<file path="src/rtl/peripheral_bus_pkg.sv">
// Shared constants for the memory-mapped peripheral block: register offsets
// within the peripheral window, TCON bit layout and 7-segment constants.
package peripheral_bus_pkg;

    // Byte offsets of each register inside the 32-byte peripheral window
    localparam logic [4:0] PERIPH_TH      = 5'h00;
    localparam logic [4:0] PERIPH_TL      = 5'h04;
    localparam logic [4:0] PERIPH_TCON    = 5'h08;
    localparam logic [4:0] PERIPH_LED     = 5'h0C;
    localparam logic [4:0] PERIPH_SWITCH  = 5'h10;
    localparam logic [4:0] PERIPH_DIGI    = 5'h14;
    localparam logic [4:0] PERIPH_SYSTICK = 5'h18;

    // TCON bit positions
    localparam int TCON_TMR_EN  = 0;
    localparam int TCON_IRQ_EN  = 1;
    localparam int TCON_IRQ_STS = 2;

    // Timer control register, packed so it maps directly onto TCON[2:0]
    typedef struct packed {
        logic irq_sts;
        logic irq_en;
        logic tmr_en;
    } tcon_t;

    // Active-low segment patterns, bit order gfedcba
    localparam logic [6:0] SEG_BLANK = 7'b1111111;
    localparam logic [6:0] SEG_ZERO  = 7'b1000000;

    // Word-aligned offset of a byte address inside the window
    function automatic logic [4:0] word_offset(input logic [31:0] a);
        return {a[4:2], 2'b00};
    endfunction

endpackage

</file>
<file path="src/rtl/peripheral_bus_seg7_decoder.sv">
// Hex nibble to active-low 7-segment pattern (bit order gfedcba).
module seg7_decoder
    import peripheral_bus_pkg::*;
(
    input  logic [3:0] hex,
    output logic [6:0] seg
);

    // Pure lookup of the glyph for each hex digit
    always_comb begin
        seg = SEG_BLANK;
        case (hex)
            4'h0: seg = SEG_ZERO;
            4'h1: seg = 7'b1111001;
            4'h2: seg = 7'b0100100;
            4'h3: seg = 7'b0110000;
            4'h4: seg = 7'b0011001;
            4'h5: seg = 7'b0010010;
            4'h6: seg = 7'b0000010;
            4'h7: seg = 7'b1111000;
            4'h8: seg = 7'b0000000;
            4'h9: seg = 7'b0010000;
            4'hA: seg = 7'b0001000;
            4'hB: seg = 7'b0000011;
            4'hC: seg = 7'b1000110;
            4'hD: seg = 7'b0100001;
            4'hE: seg = 7'b0000110;
            4'hF: seg = 7'b0001110;
            default: seg = SEG_BLANK;
        endcase
    end

endmodule

</file>
<file path="src/rtl/peripheral_bus.sv">
// Memory-mapped peripherals behind the MIPS core's data-memory port:
// reloading timer with interrupt, LED and 7-segment registers, switch input
// and a free-running system tick counter.
// Optional build macro SWITCH_SYNC_EN adds a 2-FF synchronizer plus a
// debounce filter on the switch inputs; without it SWITCH reads the raw pins.
module peripheral_bus
    import peripheral_bus_pkg::*;
#(
    parameter logic [31:0] BASE_ADDR    = 32'h4000_0000,
    parameter logic [15:0] DEBOUNCE_CYC = 16'd50000
) (
    input  logic        clk,
    input  logic        reset,
    input  logic        mem_rd,
    input  logic        mem_wr,
    input  logic [31:0] addr,
    input  logic [31:0] wdata,
    output logic [31:0] rdata,
    input  logic [7:0]  switch,
    output logic [7:0]  led,
    output logic [6:0]  digi1,
    output logic [6:0]  digi2,
    output logic [6:0]  digi3,
    output logic [6:0]  digi4,
    output logic        irq_out
);

    logic [31:0] th;
    logic [31:0] tl;
    tcon_t       tcon;
    logic [7:0]  led_reg;
    logic [15:0] digi_reg;
    logic [31:0] systick;
    logic [7:0]  switch_val;

    logic        hit;
    logic [4:0]  offset;
    logic        wr_hit;
    logic        overflow;

    assign hit      = (addr[31:5] == BASE_ADDR[31:5]);
    assign offset   = word_offset(addr);
    assign wr_hit   = mem_wr && hit;
    assign overflow = tcon.tmr_en && (tl == 32'hFFFF_FFFF);

    // Timer registers: CPU writes to TL beat counting, and an enabled
    // overflow sets irq_sts even when software clears it in the same cycle.
    // Reload reads th before any same-cycle write lands, so it uses old TH.
    always_ff @(posedge clk or posedge reset) begin
        if (reset) begin
            th   <= '0;
            tl   <= '0;
            tcon <= '0;
        end else begin
            if (wr_hit && offset == PERIPH_TH) begin
                th <= wdata;
            end
            if (wr_hit && offset == PERIPH_TL) begin
                tl <= wdata;
            end else if (tcon.tmr_en) begin
                tl <= overflow ? th : tl + 32'd1;
            end
            if (wr_hit && offset == PERIPH_TCON) begin
                tcon <= tcon_t'(wdata[2:0]);
            end
            if (overflow && tcon.irq_en) begin
                tcon.irq_sts <= 1'b1;
            end
        end
    end

    // Free-running tick counter, wraps naturally at 2^32
    always_ff @(posedge clk or posedge reset) begin
        if (reset) begin
            systick <= '0;
        end else begin
            systick <= systick + 32'd1;
        end
    end

    // Board output registers
    always_ff @(posedge clk or posedge reset) begin
        if (reset) begin
            led_reg  <= '0;
            digi_reg <= '0;
        end else begin
            if (wr_hit && offset == PERIPH_LED) begin
                led_reg <= wdata[7:0];
            end
            if (wr_hit && offset == PERIPH_DIGI) begin
                digi_reg <= wdata[15:0];
            end
        end
    end

`ifdef SWITCH_SYNC_EN
    logic [7:0]  sync1;
    logic [7:0]  sync2;
    logic [7:0]  candidate;
    logic [7:0]  switch_reg;
    logic [15:0] stable_cnt;
    logic        unused_ok;

    assign unused_ok  = &{1'b0, addr[1:0]};
    assign switch_val = switch_reg;

    // Synchronize the pins, then accept a new value only once it has held
    // steady for DEBOUNCE_CYC cycles; any change restarts the count.
    always_ff @(posedge clk or posedge reset) begin
        if (reset) begin
            sync1      <= '0;
            sync2      <= '0;
            candidate  <= '0;
            switch_reg <= '0;
            stable_cnt <= '0;
        end else begin
            sync1 <= switch;
            sync2 <= sync1;
            if (sync2 != candidate) begin
                candidate  <= sync2;
                stable_cnt <= '0;
            end else if (candidate != switch_reg) begin
                if (stable_cnt >= DEBOUNCE_CYC - 16'd1) begin
                    switch_reg <= candidate;
                    stable_cnt <= '0;
                end else begin
                    stable_cnt <= stable_cnt + 16'd1;
                end
            end else begin
                stable_cnt <= '0;
            end
        end
    end
`else
    logic unused_ok;

    assign unused_ok  = &{1'b0, addr[1:0], DEBOUNCE_CYC};
    assign switch_val = switch;
`endif

    // Combinational load data; zero unless a load hits the window
    always_comb begin
        rdata = '0;
        if (mem_rd && hit) begin
            case (offset)
                PERIPH_TH:      rdata = th;
                PERIPH_TL:      rdata = tl;
                PERIPH_TCON:    rdata = {29'd0, tcon};
                PERIPH_LED:     rdata = {24'd0, led_reg};
                PERIPH_SWITCH:  rdata = {24'd0, switch_val};
                PERIPH_DIGI:    rdata = {16'd0, digi_reg};
                PERIPH_SYSTICK: rdata = systick;
                default:        rdata = '0;
            endcase
        end
    end

    assign led     = led_reg;
    assign irq_out = tcon.irq_sts & tcon.irq_en;

    seg7_decoder u_dec1 (.hex(digi_reg[3:0]),   .seg(digi1));
    seg7_decoder u_dec2 (.hex(digi_reg[7:4]),   .seg(digi2));
    seg7_decoder u_dec3 (.hex(digi_reg[11:8]),  .seg(digi3));
    seg7_decoder u_dec4 (.hex(digi_reg[15:12]), .seg(digi4));

endmodule

</file>
<file path="config.mk">
export PLATFORM = sky130hd
export DESIGN_NAME = peripheral_bus
export DESIGN_NICKNAME = d
export VERILOG_FILES = /design/src/rtl/peripheral_bus_pkg.sv /design/src/rtl/peripheral_bus_seg7_decoder.sv /design/src/rtl/peripheral_bus.sv
export SDC_FILE = /design/constraint.sdc
export NUM_CORES = 1
export LEC_CHECK = 0
export ABC_AREA = 0
export CORE_ASPECT_RATIO = 0.75
export CORE_MARGIN = 2
export CORE_UTILIZATION = 34
export CTS_BUF_LIST = sky130_fd_sc_hd__clkbuf_16
export DETAILED_ROUTE_END_ITERATION = 8
export GPL_TIMING_DRIVEN = 0
export PLACE_DENSITY = 0.56
export SLEW_MARGIN = 20
export SYNTH_ARGS = -nofsm -noshare
export SYNTH_HDL_FRONTEND = slang
export SYNTH_SLANG_ARGS = --single-unit
</file>
<file path="constraint.sdc">
create_clock -name clk -period 9.15 [get_ports clk]
set_input_delay 1.83 -clock clk [delete_from_list [all_inputs] [get_ports clk]]
set_output_delay 1.83 -clock clk [all_outputs]
set_load 0.01 [all_outputs]
</file>
# == Yosys cells after proc, flatten, opt, wreduce, memory -nomap -nowiden ==
# Memory sizes are Yosys's and may differ from the RTL's.
# Index checks and enable logic that the tools add are counted.
# word_totals
reg_bits,123
romBits,448
input_bits,76
out_inout_bits,69
elab_cells,42
mem_count,4
# op_classes
n_addsub,2
eq_ne,8
n_mux,7
n_bitwise,1
reduce_logical,12
# memory_table
name,words,word_bits,rd,rd_clocked_by_memory_dff,wr,line,rtl
(no name shown),16,7,1,0,0,peripheral_bus_seg7_decoder.sv:12,case (hex)
(no name shown),16,7,1,0,0,peripheral_bus_seg7_decoder.sv:12,
(no name shown),16,7,1,0,0,peripheral_bus_seg7_decoder.sv:12,
(no name shown),16,7,1,0,0,peripheral_bus_seg7_decoder.sv:12,
# ops
op,count
case mux 32 bit (7 select lines),1
two-way mux 32 bit,4
adder 32 x 1 -> 32 bit (second input constant),2
== test 32 bit (second input constant),1
== test 27 x 26 -> 1 bit (second input constant),1
== test 3 bit (second input constant),3
logical AND 1 bit,9
== test 3 x 2 -> 1 bit (second input constant),2
logical NOT 5 bit,1
nonzero test 2 bit,2
== test 3 x 1 -> 1 bit (second input constant),1
two-way mux 3 bit,1
bitwise AND 1 bit,1
two-way mux 1 bit,1

# == Longest topological paths before layout ==
# Gate-level depths: netlist of the first run.
# logic_depth
ltp_word,5
mapped_depth,8

# == Modules after synthesis ==
# From an unflattened synthesis of the first run, not the netlist that was laid out.
# hier_totals
hier_cells,877
area_unflattened_um2,8318.0
# modules_own_cells
module,n_inst,cells_per_inst,area_per_inst_um2
peripheral_bus,1,749,7216.9
seg7_decoder,4,32,275.3

# == Worst setup path before layout of the first run ==
# OpenSTA, ideal clock, no wires.
# synth_timing
path_kind,in2out
startpoint,input port addr[4]
endpoint,output port rdata[19]
arrival_ns,3.259
setup_slack_ns,4.061
stages,7
n_path_buf,3
cell_sequence,buf_1 -> nor2b_1 -> and2_1 -> clkbuf_1 -> clkbuf_1 -> a22oi_1 -> nor2_1
# synth_via
elab_chain_len,3
elab_cells_between_ends,9
cone_classes,6 x eq/ne; 2 x mux; 1 x reduce/logical
# synth_lines
item,line,rtl
start: declaration,peripheral_bus.sv:16,"input logic [31:0] addr,"
== test 3 bit (tied with other cells),peripheral_bus.sv:145,case (offset)
case mux 32 bit (7 select lines) *,peripheral_bus.sv:145,
two-way mux 32 bit *,peripheral_bus.sv:144,if (mem_rd && hit) begin
end: declaration,peripheral_bus.sv:18,"output logic [31:0] rdata,"
# Every way passes the cells marked *; elsewhere a longest branch is shown, timed or not.

# == Final worst setup path of the first run ==
# layout_timing
startpoint,input port addr[2]
endpoint,output port rdata[3]
# The elaborated chain is that of the path after synthesis.

==> impl_summary.log, run 1 <==
INFO  metric detail_route.drc_violations = 0
INFO  metric finalWorstPathRequiredPeriod = 6.80 ns
INFO  metric timing.hold.worst.start = systick[20]
INFO  metric worstSetupStartpointType = primary input
INFO  metric die_width = 183 um
INFO  metric synth_seq_area_share = 37.7%
INFO  metric max-clock-path-buffers = 2
INFO  metric dp.final_hpwl = 20.4 mm
INFO  metric die-height = 138 um
INFO  metric status = finished, final reports clean
INFO  metric critical_path.cell_chain = clkdlybuf4s50_1 -> clkbuf_1 -> buf_1 -> clkbuf_1 -> a221oi_1 -> a211oi_1 -> clkdlybuf4s50_1
INFO  metric timing.critical_path.required = 7.32 ns
INFO  metric num_antenna_cells = 0
INFO  metric reg2reg_to = tl[25]
INFO  metric grt_setup_unrepaired = false
INFO  metric globalplace.congestion = 0.871
INFO  metric worst_slew_margin_relative_to_its_limit = 27.8%
INFO  metric ys.warnings.count = 0
INFO  metric p_sw_share = 22.9%
INFO  metric vias = 7,448
INFO  metric routedWlPerCell = 20.4 um
INFO  metric post_cts_buffers = 0
INFO  metric synth_flop_cell = dfrtp_1
INFO  metric grt_pass1_wl = 42.3 mm
INFO  metric min_period_over_period = 74.3%
INFO  metric numPortBuffers = 142
INFO  metric cells_on_worst_reg2reg_path = 7
INFO  metric critical_path.n_buffers_inverters = 5
INFO  metric setup_viol = 0
INFO  metric fmaxAchievable = 0.147 GHz
INFO  metric ff2ff_setup_slack = 6.28 ns
INFO  metric grt_antenna_before_repair = 0
INFO  metric mappedNetlistNets = 958
INFO  metric synth.area.top_cells = dfrtp_1 38%, mux2_2 11%, mux2i_1 5.1%
INFO  metric drt_first_iter_violations = 733
INFO  metric timing.hold.worst_path_depth = 1
INFO  metric proportion_of_layout_cells_with_a_drive_suffix_above_1 = 12.9%
INFO  metric cap_violations = 0
INFO  metric ys_async_sr_fraction = 100%
INFO  metric cts_htree_levels = 4
INFO  metric io-pin-count = 145
INFO  metric setup_crit_path_kind = in2out
INFO  metric grt_overflow = 0
INFO  metric synthesis.instances = 856
INFO  metric hold_viol = 0
INFO  metric max_stage_delay = 0.60 ns
INFO  metric clk_transition_reported_paths = 0.06 ns
INFO  metric ctsResizeCount = 0
INFO  metric total_leakage_power = 0.00415 uW
INFO  metric cts-root-buf = clkbuf_16
INFO  metric cts_hold_buf = 0
INFO  metric post_synth_instance_area = 0.00817 mm^2
INFO  metric power-per-cell-area = 120 mW/mm^2
INFO  metric post_synth.cell_area_avg = 9.54 um^2
INFO  metric layout_top_registers = systick (32), th (32), tl (32)
INFO  metric initial_core_utilization = 34.3%
INFO  metric post_synth_num_cell_types = 58
INFO  metric area.growth.synth_to_final = 29.2%
INFO  metric combPwrFrac = 7.1%
INFO  metric dieArea = 0.0253 mm^2
INFO  metric number_of_register_bits_inferred_by_synthesis = 123
INFO  metric placed_cells_incl_taps = 1,305
INFO  metric cts_tree = built
INFO  metric slowest_stage = clkdlybuf4s50_1
INFO  metric synth_most_common_cell = dfrtp_1
INFO  metric sequentialPowerShare = 43.0%
INFO  metric instances_no_fill = 1,336
INFO  metric drtPass1Iterations = 5
INFO  metric routed_wirelength = 27.2 mm
INFO  metric cp.arrival = 4.97 ns
INFO  metric cts_num_sinks = 123
INFO  metric whs_endpoint = systick[20]
INFO  metric numCtsBuffers = 17
INFO  metric hold_path_class = reg2reg
INFO  metric clockPowerShare = 49.9%
INFO  metric post_synth_top_cells = 123 x dfrtp_1, 90 x nor2_1, 77 x mux2_2, 55 x nand2_1
INFO  metric sum_neg_setup_slack = 0 ns
INFO  metric track_usage = 21.8%
INFO  metric critical_path.endpoint_type = primary output
INFO  metric clkLatencyLatePin = 0.42 ns
INFO  metric first_global_vias = 7,053
INFO  metric final_net_count = 1,120
INFO  metric skew = 0.00980 ns
INFO  metric num_rows = 49
INFO  metric synth_edf_count = 0
INFO  metric antenna_violating_nets_post_route = 0
INFO  metric post-synth-top-area-fraction = 37.7%
INFO  metric rr_startpoint = tl[2]
INFO  metric power.ir.vdd_worst = 0.000117 V
INFO  metric worst_path_dominant_cell_family = buffers and inverters
INFO  metric vias_per_cell = 5.57
INFO  metric tightest_slew = 1.08 ns
INFO  metric core_area = 0.0238 mm^2
INFO  metric cell_internal_pwr = 976 uW
INFO  metric netlist.top_cell.by_area = dfrtp_1
INFO  metric number_of_pins_with_negative_max_slew_slack_in_the_final_report = 0
INFO  metric largest_net_degree_at_the_start_of_global_routing = 84
INFO  metric final.fill_count = 2,307
INFO  metric cp_max_fo = 10
INFO  metric power.switching = 289 uW
-- placed cells by master, fill, tap and decap left out, types with 4 or more instances in the layout --
master and count:
xor2_1 17, clkbuf_16 17, nor4_1 14, a211oi_1 14, a22oi_1 21, o21a_1 5
nand4_1 23, o21ai_1 7, or3_1 9, inv_1 23, xnor2_1 28, mux2i_1 42
a2bb2oi_1 9, ha_1 26, and3_1 11, o31ai_1 16, clkdlybuf4s50_1 142, nor2_1 90
buf_2 7, nor2b_1 15, nand2b_1 4, mux4_2 5, dfrtp_1 123, clkbuf_1 42
clkinv_1 5, or3b_2 4, buf_1 8, o21ai_0 18, and2_1 4, a31oi_1 7
mux2_2 77, a22o_1 12, a32o_1 4, a21oi_1 22, nand2_1 55, nand3_1 31
clkinv_2 4, and4_1 5, nor3_1 21
-- power groups by stage --
| stage | clock network [uW] | registers, uW | logic (uW) |
|---|---|---|---|
| after floorplan | 0 | 554 | 34.1 |
| after global placement | 0 | 554 | 87.7 |
| after detailed placement | 0 | 554 | 89.4 |
| after CTS | 638 | 544 | 89.8 |
| after global routing | 666 | 544 | 96.9 |
| final | 632 | 544 | 89.6 |
-- worst max-delay path by stage --
stage	cells past startpoint	end	from
floorplan	1	digi_reg[0]	reset
global placement	2	systick[5]	reset
detailed placement	9	rdata[11]	addr[2]
CTS	7	rdata[3]	addr[2]
global route	9	rdata[29]	addr[4]
finish	7	rdata[3]	addr[2]
-- worst reg2reg max path, stage by stage, from the launching register on --
cell      delay (ns)
dfrtp_1         0.33
buf_2           0.21
nand3_1         0.21
nor4_1          0.80
and3_1          0.25
clkbuf_1        0.38
nor2_1          0.29
a211oi_1        0.31
-- cells by family after synthesis --
| kind of cell | synth area share, % |
|---|---|
| AO/OA/AOI/OAI | 13.7 |
| XOR/XNOR | 4.83 |
| adder cells (fa/ha/maj) | 3.98 |
| flip-flops | 37.7 |
| AND/OR/NAND/NOR | 18.9 |
| buffers and inverters | 3.74 |
| multiplexers | 17.1 |
-- cell type report --
| type | count | area [um^2] | share of cell area [%] |
|---|---|---|---|
| Buffer | 57 | 223 | 2.11 |
| Clock buffer | 17 | 425 | 4.03 |
| Clock inverter | 14 | 114 | 1.08 |
| Inverter | 22 | 90.1 | 0.854 |
| Multi-Input combinational cell | 654 | 4790 | 45.4 |
| Sequential cell | 123 | 3080 | 29.2 |
| Tap cell | 306 | 383 | 3.63 |
| Timing Repair Buffer | 143 | 1450 | 13.7 |
-- per-stage QoR --
step | power (uW) | hold slack (ns) | worst slack (ns) | cell area (um^2) | utilization [%]
after CTS | 1270 | 0.495 | 2.40 | 10500 | 44.3
after global placement | 642 | 0.483 | 1.98 | 9970 | 41.9
after detailed placement | 643 | 0.482 | 2.40 | 10000 | 42.1
after floorplan | 588 | 0.446 | 4.05 | 8170 | -
after global routing | 1310 | 0.500 | 2.15 | 10600 | 44.4
final | 1270 | 0.492 | 2.35 | 10600 | 44.4
-- metal layers --
| layer | GRT usage [%] | vias to the layer above | share of wire (%) |
|---|---|---|---|
| met5 | 0 | - | 0 |
| met4 | 4.25 | 0 | 0.75 |
| met3 | 4.61 | 19 | 7.2 |
| met2 | 30.6 | 300 | 42 |
| met1 | 34.1 | 3675 | 50 |
| li1 | - | 3454 | - |
(Power assumes the default switching activity.)
==> run 2: changes to the inputs <==
--- a/config.mk
+++ b/config.mk
@@ -12,7 +12,7 @@
 export CTS_BUF_LIST = sky130_fd_sc_hd__clkbuf_16
 export DETAILED_ROUTE_END_ITERATION = 8
 export GPL_TIMING_DRIVEN = 0
-export PLACE_DENSITY = 0.56
+export PLACE_DENSITY = 0.58
 export SLEW_MARGIN = 20
 export SYNTH_ARGS = -nofsm -noshare
 export SYNTH_HDL_FRONTEND = slang
==> constraint.sdc (replaced) <==
create_clock -name clk -period 5.79 [get_ports clk]
set_input_delay 1.158 -clock clk [delete_from_list [all_inputs] [get_ports clk]]
set_output_delay 1.158 -clock clk [all_outputs]
set_load 0.01 [all_outputs]
==> run 2 against run 1 <==
Net effect:
- die area did not move
- final cell count about the same
- utilization rose by 0.068 points
- first-iteration DRC count shrank 23%
- largest power group unchanged
==> impl_summary.log, run 2 (synthesized netlist as in run 1, its figures left out) <==
INFO  metric first_global_vias = 7,176 (was 7,053)
INFO  metric skew = 0.0117 ns (was 0.00980 ns)
INFO  metric total_leakage_power = 0.00417 uW (was 0.00415 uW)
INFO  metric vias = 7,431 (was 7,448)
INFO  metric setup_viol = 0 (unchanged)
INFO  metric grt_antenna_before_repair = 0 (unchanged)
INFO  metric cts_htree_levels = 4 (unchanged)
INFO  metric layout_top_registers = systick (32), th (32), tl (32) (unchanged)
INFO  metric grt_overflow = 0 (unchanged)
INFO  metric clockPowerShare = 51.0% (was 49.9%)
INFO  metric drtPass1Iterations = 7 (was 5)
INFO  metric die-height = 138 um (unchanged)
INFO  metric proportion_of_layout_cells_with_a_drive_suffix_above_1 = 13.1% (was 12.9%)
INFO  metric worst_slew_margin_relative_to_its_limit = 28.6% (was 27.8%)
INFO  metric cts-root-buf = clkbuf_16 (unchanged)
INFO  metric clk_transition_reported_paths = 0.05 ns (was 0.06 ns)
INFO  metric cp.arrival = 4.31 ns (was 4.97 ns)
INFO  metric sum_neg_setup_slack = 0 ns (unchanged)
INFO  metric worstSetupStartpoint = addr[2] (unchanged)
INFO  metric cp_max_fo = 10 (unchanged)
INFO  metric num_rows = 49 (unchanged)
INFO  metric cts_hold_buf = 0 (unchanged)
INFO  metric power.ir.vdd_worst = 0.000215 V (was 0.000117 V)
INFO  metric max-clock-path-buffers = 2 (unchanged)
INFO  metric critical_path.endpoint_type = primary output (unchanged)
INFO  metric post_cts_buffers = 0 (unchanged)
INFO  metric fmaxAchievable = 0.183 GHz
INFO  metric vias_per_cell = 5.57 (about the same)
INFO  metric rr_startpoint = tl[21] (was tl[2])
INFO  metric numPortBuffers = 142 (unchanged)
INFO  metric hold_viol = 0 (unchanged)
INFO  metric timing.critical_path.required = 4.63 ns (was 7.32 ns)
INFO  metric track_usage = 21.4% (was 21.8%)
INFO  metric largest_net_degree_at_the_start_of_global_routing = 82 (was 84)
INFO  metric status = finished, final reports clean (unchanged)
INFO  metric power.switching = 458 uW (was 289 uW)
INFO  metric timing.hold.worst.start = systick[31] (was systick[20])
INFO  metric numCtsBuffers = 17 (unchanged)
INFO  metric max_stage_delay = 0.70 ns (was 0.60 ns)
INFO  metric power-per-cell-area = 194 mW/mm^2 (was 120 mW/mm^2)
INFO  metric sequentialPowerShare = 42.1% (was 43.0%)
INFO  metric routedWlPerCell = 20.2 um (was 20.4 um)
INFO  metric cts_num_sinks = 123 (unchanged)
INFO  metric number_of_pins_with_negative_max_slew_slack_in_the_final_report = 0 (unchanged)
INFO  metric core_area = 0.0238 mm^2 (unchanged)
INFO  metric design_power_total = 2050 uW (was 1270 uW)
INFO  metric globalplace.congestion = 0.866 (was 0.871)
INFO  metric critical_path.cell_chain = clkdlybuf4s50_1 -> clkbuf_1 -> buf_1 -> mux2i_1 -> nor2_1 -> a21oi_1 -> a2bb2oi_1 -> nor2_1 -> clkdlybuf4s50_1 (was clkdlybuf4s50_1 -> clkbuf_1 -> buf_1 -> clkbuf_1 -> a221oi_1 -> a211oi_1 -> clkdlybuf4s50_1)
INFO  metric most_common_cell_after_layout_fill_and_taps_aside = clkdlybuf4s50_1 (unchanged)
INFO  metric critical_path.n_buffers_inverters = 4 (was 5)
INFO  metric ctsResizeCount = 0 (unchanged)
INFO  metric detail_route.drc_violations = 0 (unchanged)
INFO  metric area.growth.synth_to_final = 29.4% (was 29.2%)
INFO  metric die_width = 183 um (unchanged)
INFO  metric clkLatencyLatePin = 0.43 ns (was 0.42 ns)
INFO  metric grt_pass1_wl = 41.9 mm (was 42.3 mm)
INFO  metric worstSetupStartpointType = primary input (unchanged)
INFO  metric io-pin-count = 145 (unchanged)
INFO  metric dp.final_hpwl = 20.1 mm (was 20.4 mm)
INFO  metric setup_crit_path_kind = in2out (unchanged)
INFO  metric num_antenna_cells = 0 (unchanged)
INFO  metric drt_first_iter_violations = 562 (was 733)
INFO  metric hold_path_class = reg2reg (unchanged)
INFO  metric grt_setup_unrepaired = false (unchanged)
INFO  metric routed_wirelength = 27.0 mm (was 27.2 mm)
INFO  metric finalWorstPathRequiredPeriod = 5.47 ns
INFO  metric initial_core_utilization = 34.3% (unchanged)
INFO  metric p_sw_share = 22.4% (was 22.9%)
INFO  metric placed_cells_incl_taps = 1,305 (unchanged)
INFO  metric final_core_util = 44.4% (about the same)
INFO  metric instances_no_fill = 1,335 (was 1,336)
INFO  metric tightest_slew = 1.06 ns (was 1.08 ns)
INFO  metric layout.cells.most_common_list = 142 x clkdlybuf4s50_1, 123 x dfrtp_1, 90 x nor2_1 (unchanged)
INFO  metric slowest_stage = buf_1 (was clkdlybuf4s50_1)
INFO  metric cap_violations = 0 (unchanged)
INFO  metric cts_tree = built (unchanged)
INFO  metric final_net_count = 1,120 (unchanged)
INFO  metric antenna_violating_nets_post_route = 0 (unchanged)
INFO  metric combPwrFrac = 6.9% (was 7.1%)
INFO  metric cell_internal_pwr = 1590 uW (was 976 uW)
INFO  metric min_period_over_period = 94.5%
INFO  metric dieArea = 0.0253 mm^2 (unchanged)
INFO  metric worst_path_dominant_cell_family = buffers and inverters (unchanged)
[run 2: cell types whose count changed in the layout (fill, tap and decap cells not counted)]
cell / before / now
nor4_1: 14 / 15
nor4_2: 2 / 1
bufinv_16: 2 / 3
clkinv_1: 5 / 1
clkinv_2: 4 / 7
clkinvlp_4: 1 / 0
[run 2: final timing paths]
path,slack [ns],to,cells past startpoint
worst min register to register,0.48,systick[31],1
worst min-delay path,0.48,systick[31],1
min in group asynchronous,1.11,digi_reg[15],2
worst max register to register,2.80,tl[17],6
max in group asynchronous,3.96,systick[0],3
worst max-delay path,0.32,rdata[13],9
[run 2: metal layers]
metal | vias to the layer above | GRT usage, % | share of wire [%]
li1 | 3451 | - | -
met4 | 0 | 4.51 | 0.93
met3 | 22 | 5.61 | 7.9
met2 | 277 | 30.7 | 42
met5 | - | 0 | 0
met1 | 3681 | 32.4 | 49
[run 2: cell type report]
type | instances | area, um^2
Buffer | 57 | 223
Clock buffer | 17 | 425
Clock inverter | 13 | 136
Fill cell | 2325 | 13200
Inverter | 22 | 90.1
Multi-Input combinational cell | 654 | 4780
Sequential cell | 123 | 3080
Tap cell | 306 | 383
Timing Repair Buffer | 143 | 1450
[run 2: per-stage QoR]
stage                     worst slack [ns]  hold slack (ns)  area [um^2]
after floorplan                       1.36            0.446         8170
after global placement              -0.658            0.466         9970
after detailed placement             0.390            0.468        10000
after CTS                            0.382            0.478        10600
after global routing                 0.148            0.503        10600
final                                0.321            0.484        10600
[run 2: power groups by stage]
stage                     Clock (uW)  Combinational [uW]  Sequential, uW
final                           1040                 142             860
after detailed placement           0                 142             875
after global placement             0                 139             876
after floorplan                    0                53.8             876
after CTS                       1060                 143             860
after global routing            1090                 153             860
==> run 3: changes to the inputs <==
==> constraint.sdc (replaced) <==
create_clock -name clk -period 5.79 [get_ports clk]
set_input_delay 0.8685 -clock clk [delete_from_list [all_inputs] [get_ports clk]]
set_output_delay 0.8685 -clock clk [all_outputs]
set_load 0.01 [all_outputs]
==> results of run 3 <==
Same layout as run 2 (identical final DEF). Status: finished, final reports clean.
Among the figures that moved: setup slack after placement 0.390 ns -> 0.969 ns; setup slack after layout 0.321 ns -> 0.900 ns
